==> src/rtl/fetch_unit_l4.sv <==
`default_nettype none
// ============================================================================
// fetch_unit_l4 : decoupled fetch stage with epoch-tagged squash recovery
// Rev 1.0
// ============================================================================
module fetch_unit_l4 #(
    parameter int          p_opaq_bits     = 8,
    parameter int          p_seq_num_bits  = 5,
    parameter int          p_max_in_flight = 16,
    parameter int          p_buf_depth     = 4,
    parameter logic [31:0] p_reset_pc      = 32'h200
) (
    input  logic                      clk,
    input  logic                      rst,
    output logic                      mem_req_val,
    input  logic                      mem_req_rdy,
    output logic [31:0]               mem_req_addr,
    output logic [p_opaq_bits-1:0]    mem_req_opaque,
    input  logic                      mem_resp_val,
    output logic                      mem_resp_rdy,
    input  logic [p_opaq_bits-1:0]    mem_resp_opaque,
    input  logic [31:0]               mem_resp_data,
    output logic                      D_val,
    input  logic                      D_rdy,
    output logic [31:0]               D_inst,
    output logic [31:0]               D_pc,
    output logic [p_seq_num_bits-1:0] D_seq_num,
    input  logic                      commit_val,
    input  logic [p_seq_num_bits-1:0] commit_seq_num,
    input  logic                      squash_val,
    input  logic [p_seq_num_bits-1:0] squash_seq_num,
    input  logic [31:0]               squash_target
);

    localparam int c_SB   = p_seq_num_bits;
    localparam int c_OB   = p_opaq_bits;
    localparam int c_PW   = $clog2(p_buf_depth);
    localparam int c_RW   = $clog2(p_buf_depth + 1);
    localparam int c_FW   = $clog2(p_max_in_flight + 1);
    localparam int c_RING = 1 << p_seq_num_bits;
    localparam logic [c_RW-1:0] c_DEPTH  = c_RW'(p_buf_depth);
    localparam logic [c_FW-1:0] c_MAX_IF = c_FW'(p_max_in_flight);

    logic [31:0]      r_fetch_pc;
    logic             r_epoch;
    logic [c_RW-1:0]  r_num_reserved;
    logic [c_RW-1:0]  r_stale_cnt;

    logic [31:0]      r_pend_pc [p_buf_depth];
    logic [c_PW-1:0]  r_pend_rd;
    logic [c_PW-1:0]  r_pend_wr;
    logic [c_RW-1:0]  r_pend_cnt;

    logic [31:0]      r_q_pc   [p_buf_depth];
    logic [31:0]      r_q_inst [p_buf_depth];
    logic [c_PW-1:0]  r_q_rd;
    logic [c_PW-1:0]  r_q_wr;
    logic [c_RW-1:0]  r_q_cnt;

    logic [c_SB-1:0]  r_seq_head;
    logic [c_SB-1:0]  r_seq_tail;
    logic [c_FW-1:0]  r_in_flight;

    logic             w_req_fire;
    logic             w_resp_keep;
    logic             w_drop;
    logic             w_q_push;
    logic             w_d_fire;
    logic [c_RW-1:0]  w_pend_cnt_nxt;
    logic [c_SB-1:0]  w_seq_head_c;
    logic [c_SB-1:0]  w_seq_tail_sq;
    logic [c_SB-1:0]  w_sq_diff;
    logic [c_FW-1:0]  w_if_sq;
    logic             w_unused_opaq;

    // Requests also wait for stale responses of the previous epoch to drain,
    // so a 1-bit epoch can never alias an old response after another squash.
    assign mem_req_val    = !rst && (r_num_reserved < c_DEPTH) && !squash_val
                            && (r_stale_cnt == '0);
    assign mem_req_addr   = r_fetch_pc;
    assign mem_req_opaque = c_OB'(r_epoch);
    assign mem_resp_rdy   = 1'b1;

    assign D_val     = (r_q_cnt != '0) && (r_in_flight < c_MAX_IF) && !squash_val;
    assign D_inst    = r_q_inst[r_q_rd];
    assign D_pc      = r_q_pc[r_q_rd];
    assign D_seq_num = r_seq_tail;

    assign w_req_fire     = mem_req_val && mem_req_rdy;
    assign w_resp_keep    = mem_resp_val && (mem_resp_opaque[0] == r_epoch)
                            && (r_stale_cnt == '0);
    assign w_drop         = mem_resp_val && !w_resp_keep;
    assign w_q_push       = w_resp_keep && !squash_val;
    assign w_d_fire       = D_val && D_rdy;
    assign w_pend_cnt_nxt = r_pend_cnt + c_RW'(w_req_fire) - c_RW'(mem_resp_val);
    assign w_unused_opaq  = ^mem_resp_opaque;

    // Squash keeps the squashing instruction; a zero ring difference means
    // every sequence number is still allocated.
    assign w_seq_head_c  = r_seq_head + c_SB'(commit_val);
    assign w_seq_tail_sq = squash_seq_num + c_SB'(1);
    assign w_sq_diff     = w_seq_tail_sq - w_seq_head_c;
    assign w_if_sq       = (w_sq_diff == '0) ? c_FW'(c_RING) : c_FW'(w_sq_diff);

    always_ff @(posedge clk) begin
        if (w_req_fire) begin
            r_pend_pc[r_pend_wr] <= r_fetch_pc;
        end
        if (w_q_push) begin
            r_q_pc[r_q_wr]   <= r_pend_pc[r_pend_rd];
            r_q_inst[r_q_wr] <= mem_resp_data;
        end
    end

    always_ff @(posedge clk or posedge rst) begin
        if (rst) begin
            r_fetch_pc     <= p_reset_pc;
            r_epoch        <= 1'b0;
            r_num_reserved <= '0;
            r_stale_cnt    <= '0;
            r_pend_rd      <= '0;
            r_pend_wr      <= '0;
            r_pend_cnt     <= '0;
            r_q_rd         <= '0;
            r_q_wr         <= '0;
            r_q_cnt        <= '0;
            r_seq_head     <= '0;
            r_seq_tail     <= '0;
            r_in_flight    <= '0;
        end else begin
            // Responses return in request order, so every one retires a pending PC.
            if (w_req_fire) begin
                r_pend_wr <= r_pend_wr + c_PW'(1);
            end
            if (mem_resp_val) begin
                r_pend_rd <= r_pend_rd + c_PW'(1);
            end
            r_pend_cnt <= w_pend_cnt_nxt;
            r_seq_head <= w_seq_head_c;

            if (squash_val) begin
                r_fetch_pc     <= squash_target;
                r_epoch        <= ~r_epoch;
                r_q_rd         <= '0;
                r_q_wr         <= '0;
                r_q_cnt        <= '0;
                r_num_reserved <= w_pend_cnt_nxt;
                r_stale_cnt    <= w_pend_cnt_nxt;
                r_seq_tail     <= w_seq_tail_sq;
                r_in_flight    <= w_if_sq;
            end else begin
                if (w_req_fire) begin
                    r_fetch_pc <= r_fetch_pc + 32'd4;
                end
                if (w_q_push) begin
                    r_q_wr <= r_q_wr + c_PW'(1);
                end
                if (w_d_fire) begin
                    r_q_rd     <= r_q_rd + c_PW'(1);
                    r_seq_tail <= r_seq_tail + c_SB'(1);
                end
                r_q_cnt        <= r_q_cnt + c_RW'(w_q_push) - c_RW'(w_d_fire);
                r_num_reserved <= r_num_reserved + c_RW'(w_req_fire)
                                  - c_RW'(w_drop) - c_RW'(w_d_fire);
                if (mem_resp_val && (r_stale_cnt != '0)) begin
                    r_stale_cnt <= r_stale_cnt - c_RW'(1);
                end
                r_in_flight <= r_in_flight + c_FW'(w_d_fire) - c_FW'(commit_val);
            end
        end
    end

    a_commit_oldest: assert property (@(posedge clk) disable iff (rst)
        commit_val |-> (commit_seq_num == r_seq_head));

endmodule
`default_nettype wire
==> config.mk <==
export PLATFORM = sky130hd
export DESIGN_NAME = fetch_unit_l4
export DESIGN_NICKNAME = d
export VERILOG_FILES = /design/src/rtl/fetch_unit_l4.sv
export SDC_FILE = /design/constraint.sdc
export NUM_CORES = 1
export LEC_CHECK = 0
export ABC_AREA = 1
export BUFFER_PORTS_ARGS = -buffer_cell sky130_fd_sc_hd__clkbuf_2
export CAP_MARGIN = 20
export CELL_PAD_IN_SITES_DETAIL_PLACEMENT = 0
export CELL_PAD_IN_SITES_GLOBAL_PLACEMENT = 1
export CORE_ASPECT_RATIO = 2
export CORE_MARGIN = 4
export CORE_UTILIZATION = 35
export CTS_BUF_LIST = sky130_fd_sc_hd__clkbuf_4
export DETAILED_ROUTE_END_ITERATION = 12
export GPL_TIMING_DRIVEN = 0
export PLACE_DENSITY = 0.66
export SYNTH_ARGS = -nofsm -noshare
export SYNTH_HDL_FRONTEND = slang
export SYNTH_SLANG_ARGS = --single-unit
==> constraint.sdc <==
create_clock -name clk -period 5.8 [get_ports clk]
set_input_delay 0.58 -clock clk [delete_from_list [all_inputs] [get_ports clk]]
set_output_delay 0.58 -clock clk [all_outputs]
set_load 0.01 [all_outputs]
==> metrics.md, run 1 <==
| Metric | Value |
|---|---|
| Status | `finished, final reports clean` |
| Ys async rst share | `15.04%` |
| DR top layer | `met4` |
| HP Class | `in2reg` |
| Worst hold slack | `about 0.076 ns` |
| Unique masters post-synth | `36` |
| #FFs+latches synth | `around 450` |
| Total CTS buffers | `between 90 and 100` |
| Post-CTS Resized | `0` |
| Syn-to-layout area delta | `20.73%` |
| Drc violations | `0` |
| Reg clk slew, reported paths | `around 0.07 ns` |
| FF-to-FF path depth | `7` |
| Top FF cell, synth | `edfxtp_1` |
| Worst hold endpoint | `mem_req_addr[3]` |
| Startpoint types | `register` |
| GRT Util Overall | `a little under a fifth` |
| F_max | `278.0 MHz` |
| Global route total overflow | `0` |
| Metal2 WL | `29520 um` |
| CTS sink count | `452` |
| Vias | `13330` |
| Cell Area, Synth | `approximately 19000 um2` |
| P_leak | `8.702 nW` |
| Reg2Reg Setup Slack | `around 2.8 ns` |
| Clock Latency Late Sink | `~0.84 ns` |
| Setup CP Type | `reg2out` |
| Setup repair after global routing missed its margin | `no` |
| CTS tree | `built` |
| Post-Syn Instances | `1606` |
| Met3 Wirelength | `2699 um` |
| Detailed Routing Iterations Pass 1 | `7` |
| Largest net degree at the start of global routing | `52` |
| WP data arrival | `3.02 ns` |
| Detailed placement HPWL | `approximately 37000 um` |
| First-pass GRT wire length | `approximately 79000 um` |
| Layout cells sized above 1 | `roughly 19%` |
| FF/Latch Area | `around 13000 um2` |
| Die area | `a little under 60000 um2` |
| Sequential area share after synthesis | `about 70%` |
| Core Region | `53450 um2` |
| Worst Clk Skew | `roughly 0.075 ns` |
| Routed WL | `roughly 53000 um` |
| Worst Setup End Kind | `output port` |
| Antenna violations before repair | `2` |
| MaxCap Viol Count | `0` |
| Die W | `~170 um` |
| Cell Pwr Density | `363.9 nW/um2` |
| # fillers | `roughly 5100` |
| CP Max Fanout | `10` |
| Setup Fix Bufs, Post-CTS | `0` |
| Initial core utilization | `approximately a third` |
| Crit path time final | `between 3 and 4 ns` |
| Syn Area/Cell | `between 10 and 15 um2` |
| Hold Startpoint | `squash_target[3]` |
| Post-synth EDFFs | `around 380` |
| Die height | `roughly 340 um` |
| Worst r2r src | `r_stale_cnt[0]` |
| Io pins | `about 200` |
| GPL Wtd Cong | `approximately 0.81` |
| H-tree Lvls | `3` |
| First DRT Iteration DRCs | `707` |
| Final Hold Viols | `0` |
| Reg2reg end | `r_q_inst[3][31]` |
| Post-DRT Antenna Nets | `0` |
| Drt via density | `4.914` |
| Slew at the pin closest to its max-slew limit | `a little under 0.9 ns` |
| Met1 wire length | `~19000 um` |
| Row count | `120` |
| Vias in the first global route | `~14000` |
| Setup TNS | `0 ns` |
| Per-cell routed wire length | `about 19 um` |
| Setup violations, final | `0` |
| Final net count | `~2100` |
| Root Buffer | `clkbuf_4` |
| Clock Tree Buf Depth | `3` |
| Slew Limit Headroom | `between 40 and 50%` |
| CP required | `~5.2 ns` |
| Final Slew Violations | `0` |
| Yosys warns | `0` |
| Port bufs | `around 180` |
| VDD IR max | `between 0.0002 and 0.0003 V` |
| WHS Path Cells | `3` |
| Post-route clock period utilization | `between 60 and 70%` |
| Multi-input logic area | `just under 5000 um2` |
[final cells by class]
cell class | count | share of cell area (%)
sequential | 452 | 58.11
clock buffer | 131 | 4.318
buffer | 86 | 1.791
timing repair buffer | 248 | 7.637
clock inverter | 45 | 1.088
tap | 671 | 3.686
inverter | 106 | 1.758
multi-input combinational | 968 | 21.55
antenna | 6 | 0.06593
[layout by cell type (no fill, tap or decap), drive strengths merged, types with 5 or more instances in the layout]
cell type,instances
diode,6
edfxtp,384
inv,105
o21ai,232
ha,31
clkinv,43
conb,8
dfrtp,67
clkbuf,366
fa,5
buf,43
nand2,221
nor3,6
xor2,16
dlygate4sd3,56
nand4,7
a21oi,11
xnor2,8
o211ai,7
o22ai,99
nor2,267
nand3,43
[Yosys cell counts (2+ instances only)]
master | n | area, um2
nand3b_1 | 3 | 22.52
nor2_4 | 3 | 33.78
nor2_1 | 261 | 979.7
conb_1 | 2 | 7.510
xor2_1 | 16 | 140.1
nand2_1 | 217 | 814.5
nand3_1 | 43 | 215.2
a21oi_1 | 11 | 55.05
buf_6 | 3 | 33.78
fa_1 | 5 | 100.1
nand2_2 | 4 | 25.02
o21ai_0 | 228 | 1141
nor3_1 | 5 | 25.02
o22ai_1 | 99 | 619.3
nand4_1 | 6 | 37.54
dfrtp_1 | 67 | 1677
buf_4 | 12 | 90.09
edfxtp_1 | 384 | 11530
buf_2 | 14 | 70.07
inv_2 | 3 | 11.26
ha_1 | 31 | 387.9
inv_1 | 102 | 382.9
o211ai_1 | 7 | 52.55
clkbuf_1 | 56 | 210.2
nor2_2 | 3 | 18.77
xnor2_1 | 8 | 70.07
o21ai_1 | 4 | 20.02
[registers in the layout, summed over array words and instances (netlist names), 5 cells and up]
signal,cells
r_pend_pc,128
r_q_inst,128
r_q_pc,128
mem_req_addr,32
D_seq_num,5
r_in_flight,5
r_seq_head,5
[worst max-delay path: stages, from the launching register on]
cell and delay, ns:
dfrtp_1 0.37, inv_1 0.10, clkbuf_1 0.52, clkbuf_1 0.46
o21ai_0 0.18, o22ai_1 0.37, clkbuf_2 0.21
[report_power, final]
part           total [mW]  internal, mW  switching [mW]  leakage [nW]
sequential           4.09          3.92           0.170          4.29
clock                2.37          1.15            1.22         0.732
combinational        1.83         0.586            1.24          3.68
[cell families (layout without fill, tap and decap cells)]
family          after synthesis  in the layout  share of synthesized area (%)
compound gates              352            352                          10.12
xor+xnor                     24             24                          1.114
fa+ha+maj                    36             36                          2.587
buf+inv                     192            616                          4.271
flops                       452            452                          70.15
other cells                   2             14                        0.03981
simple gates                548            548                          11.71
[per-stage QoR]
stage	instance area, um2	power, mW	utilization (%)	worst slack (ns)	instances
detailed placement	20970	5.991	39.23	2.347	2475
floorplan	18890	5.246	-	1.446	1612
global route	22770	8.800	42.59	1.932	2710
CTS	22760	8.418	42.58	2.065	2707
finish	22770	8.288	42.61	2.203	2713
global placement	20620	5.908	38.58	-1.541	2462
[per-layer routing]
layer / vias up / track usage (%)
met3: 86 / 3.670
li1: 6432 / -
met2: 395 / 35.05
met4: 0 / 6.880
met1: 6418 / 18.72
met5: - / 0
[worst max-delay path by stage]
| stage | startpoint | endpoint | slack (ns) | cells past startpoint |
|---|---|---|---|---|
| after floorplan | rst | r_pend_pc[0][0] | 1.45 | 4 |
| after global placement | mem_resp_val | r_q_inst[3][7] | -1.54 | 4 |
| after detailed placement | rst | r_num_reserved[2] | 2.35 | 12 |
| after CTS | r_q_rd[1] | D_pc[19] | 2.07 | 6 |
| after global routing | r_q_rd[1] | D_pc[19] | 1.93 | 6 |
| final | r_q_rd[1] | D_pc[19] | 2.20 | 6 |
[what timing repair did]
action	in CTS	in global routing
endpoints found under the setup margin	0	0
hold buffers	56	0
endpoints found under the hold margin	195	0
(Power assumes the default switching activity.)
==> run 2: changes to the inputs <==
Clock period 5.8 ns to 3.6 ns, I/O delays scaled along.
==> run 2 against run 1 <==
Net effect:
- worst hold slack improved by 0.024 ns
- clock-buffer cell count increased by 2
- critical path depth unchanged
- power increased by 61%
- sequential cell count unchanged
- core utilization increased by 0.47 points
- die area unchanged
- clock power increased by 59%
- combinational power increased by 63%
==> metrics.md, run 2 (synthesis gave the netlist of run 1 again) <==
| Metric | Value |
|---|---|
| Final Slew Violations | `0` |
| Die height | `336.3 um` |
| Syn-to-layout area delta | `22.07%` |
| Detailed Routing Iterations Pass 1 | `5` |
| Row count | `120` |
| Pre-CTS setup slack | `approximately 0.057 ns` |
| Commonest non-fill, non-tap cell in the layout | `edfxtp_1` |
| Setup CP Type | `reg2out` |
| Crit path time final | `between 3 and 4 ns` |
| MaxCap Viol Count | `0` |
| Setup violations, final | `0` |
| H-tree Lvls | `3` |
| Slew at the pin closest to its max-slew limit | `roughly 0.86 ns` |
| Layout cells sized above 1 | `18.93%` |
| VDD IR max | `between 0.0003 and 0.0004 V` |
| Area post-placement | `roughly 21000 um2` |
| Drc violations | `0` |
| Final Hold Viols | `0` |
| Status | `finished, final reports clean` |
| CP Max Fanout | `10` |
| Worst Setup End Kind | `output port` |
| First DRT Iteration DRCs | `between 700 and 800` |
| WP data arrival | `2.98 ns` |
| Per-cell routed wire length | `19.64 um` |
| Vias | `about 14000` |
| F_max | `299.4 MHz` |
| Vias in the first global route | `between 10000 and 15000` |
| CTS sink count | `452` |
| Routed WL | `between 50000 and 60000 um` |
| First-pass GRT wire length | `between 80000 and 90000 um` |
| Port bufs | `about 180` |
| Post-DRT Antenna Nets | `0` |
| GPL Wtd Cong | `0.8251` |
| Final setup margin | `around 0.26 ns` |
| Regs by FF count | `r_pend_pc x128, r_q_inst x128, r_q_pc x128` |
| Setup Fix Bufs, Post-CTS | `0` |
| Antenna violations before repair | `2` |
| Die area | `approximately 58000 um2` |
| Clock Latency Late Sink | `~0.82 ns` |
| Clock Tree Buf Depth | `3` |
| Initial core utilization | `35.29%` |
| Worst Clk Skew | `about 0.056 ns` |
| Final net count | `~2100` |
| Post-route clock period utilization | `92.79%` |
| Reg clk slew, reported paths | `~0.080 ns` |
| Global route total overflow | `0` |
| Detailed placement HPWL | `between 30000 and 40000 um` |
| Core Region | `~53000 um2` |
| HP Class | `in2async` |
| Total CTS buffers | `approximately 100` |
| GRT Util Overall | `between 10% and 20%` |
| Worst hold slack | `around 0.10 ns` |
| Slew Limit Headroom | `around 43%` |
| Final Cell Area | `23030 um2` |
| Die W | `roughly 170 um` |
| # fillers | `slightly above 5000` |
| Io pins | `approximately 200` |
| Total power | `around 13 mW` |
| CTS tree | `built` |
| Cell Pwr Density | `between 500 and 600 nW/um2` |
| CP required | `approximately 3.2 ns` |
| P_leak | `about 9 nW` |
| Largest net degree at the start of global routing | `30` |
| Commonest non-fill, non-tap cells in the layout | `edfxtp_1, nor2_1, o21ai_0` |
| Root Buffer | `clkbuf_4` |
| Startpoint types | `register` |
| Drt via density | `4.969` |
==> run 2: path summary, 6_finish.rpt <==
| path | start | endpoint | slack [ns] | cells after the start |
|---|---|---|---|---|
| worst max-delay path | r_q_rd[1] | D_pc[20] | 0.26 | 6 |
| worst min-delay path | rst | mem_req_addr[7] | 0.1 | 3 |
| worst max register to register | r_stale_cnt[0] | r_q_pc[0][26] | 0.55 | 7 |
| worst min register to register | r_epoch | r_epoch | 0.52 | 1 |
| max in group asynchronous | rst | mem_req_addr[28] | 2.70 | 5 |
| min in group clk | mem_resp_val | r_pend_cnt[0] | 0.11 | 4 |
==> run 2: critical path, stage by stage, from the launching register on <==
cell      delay [ns]
dfrtp_1         0.37
inv_1           0.09
clkbuf_1        0.50
clkbuf_1        0.45
o21ai_0         0.17
o22ai_1         0.40
clkbuf_2        0.22
==> run 2: timing repair <==
| item | 4_1_cts | 5_1_grt |
|---|---|---|
| resized for setup | 0 | 0 |
| hold endpoints to repair | 214 | 0 |
| hold buffers | 83 | 0 |
| setup endpoints to repair | 0 | 0 |
==> run 2: layout make-up <==
| type | count | area, um2 | share of cell area (%) |
|---|---|---|---|
| multi-input combinational | 968 | 4907 | 21.31 |
| timing repair buffer | 276 | 2029 | 8.813 |
| buffer | 86 | 407.9 | 1.771 |
| sequential | 452 | 13230 | 57.47 |
| tap | 671 | 839.6 | 3.646 |
| clock buffer | 133 | 998.5 | 4.336 |
| antenna | 2 | 5.005 | 0.02173 |
| clock inverter | 44 | 203.9 | 0.8857 |
| inverter | 106 | 401.6 | 1.744 |
==> run 2: routing by layer <==
layer	global-route usage (%)	part of all wire, %	vias up
li1	-	-	6479
met1	18.80	36	6566
met2	34.99	55	439
met3	3.047	4.7	121
met4	9.357	4.6	0
met5	0	0	-
==> run 2: stage by stage <==
step           setup TNS (ns)  std cells  utilization (%)
2_1_floorplan         -164.28       1612                -
3_3_place_gp         -1092.17       2462            38.59
3_5_place_dp                0       2476            39.27
4_1_cts                     0       2736            43.07
5_1_grt           -0.00005529       2738            43.08
6_report                    0       2738            43.08
==> run 2: where the power goes <==
| part | leakage, nW | switching, mW | internal [mW] |
|---|---|---|---|
| registers | 4.29 | 0.281 | 6.31 |
| clock network | 0.714 | 1.97 | 1.80 |
| logic | 3.80 | 2.02 | 0.976 |
| total | 8.80 | 4.26 | 9.09 |
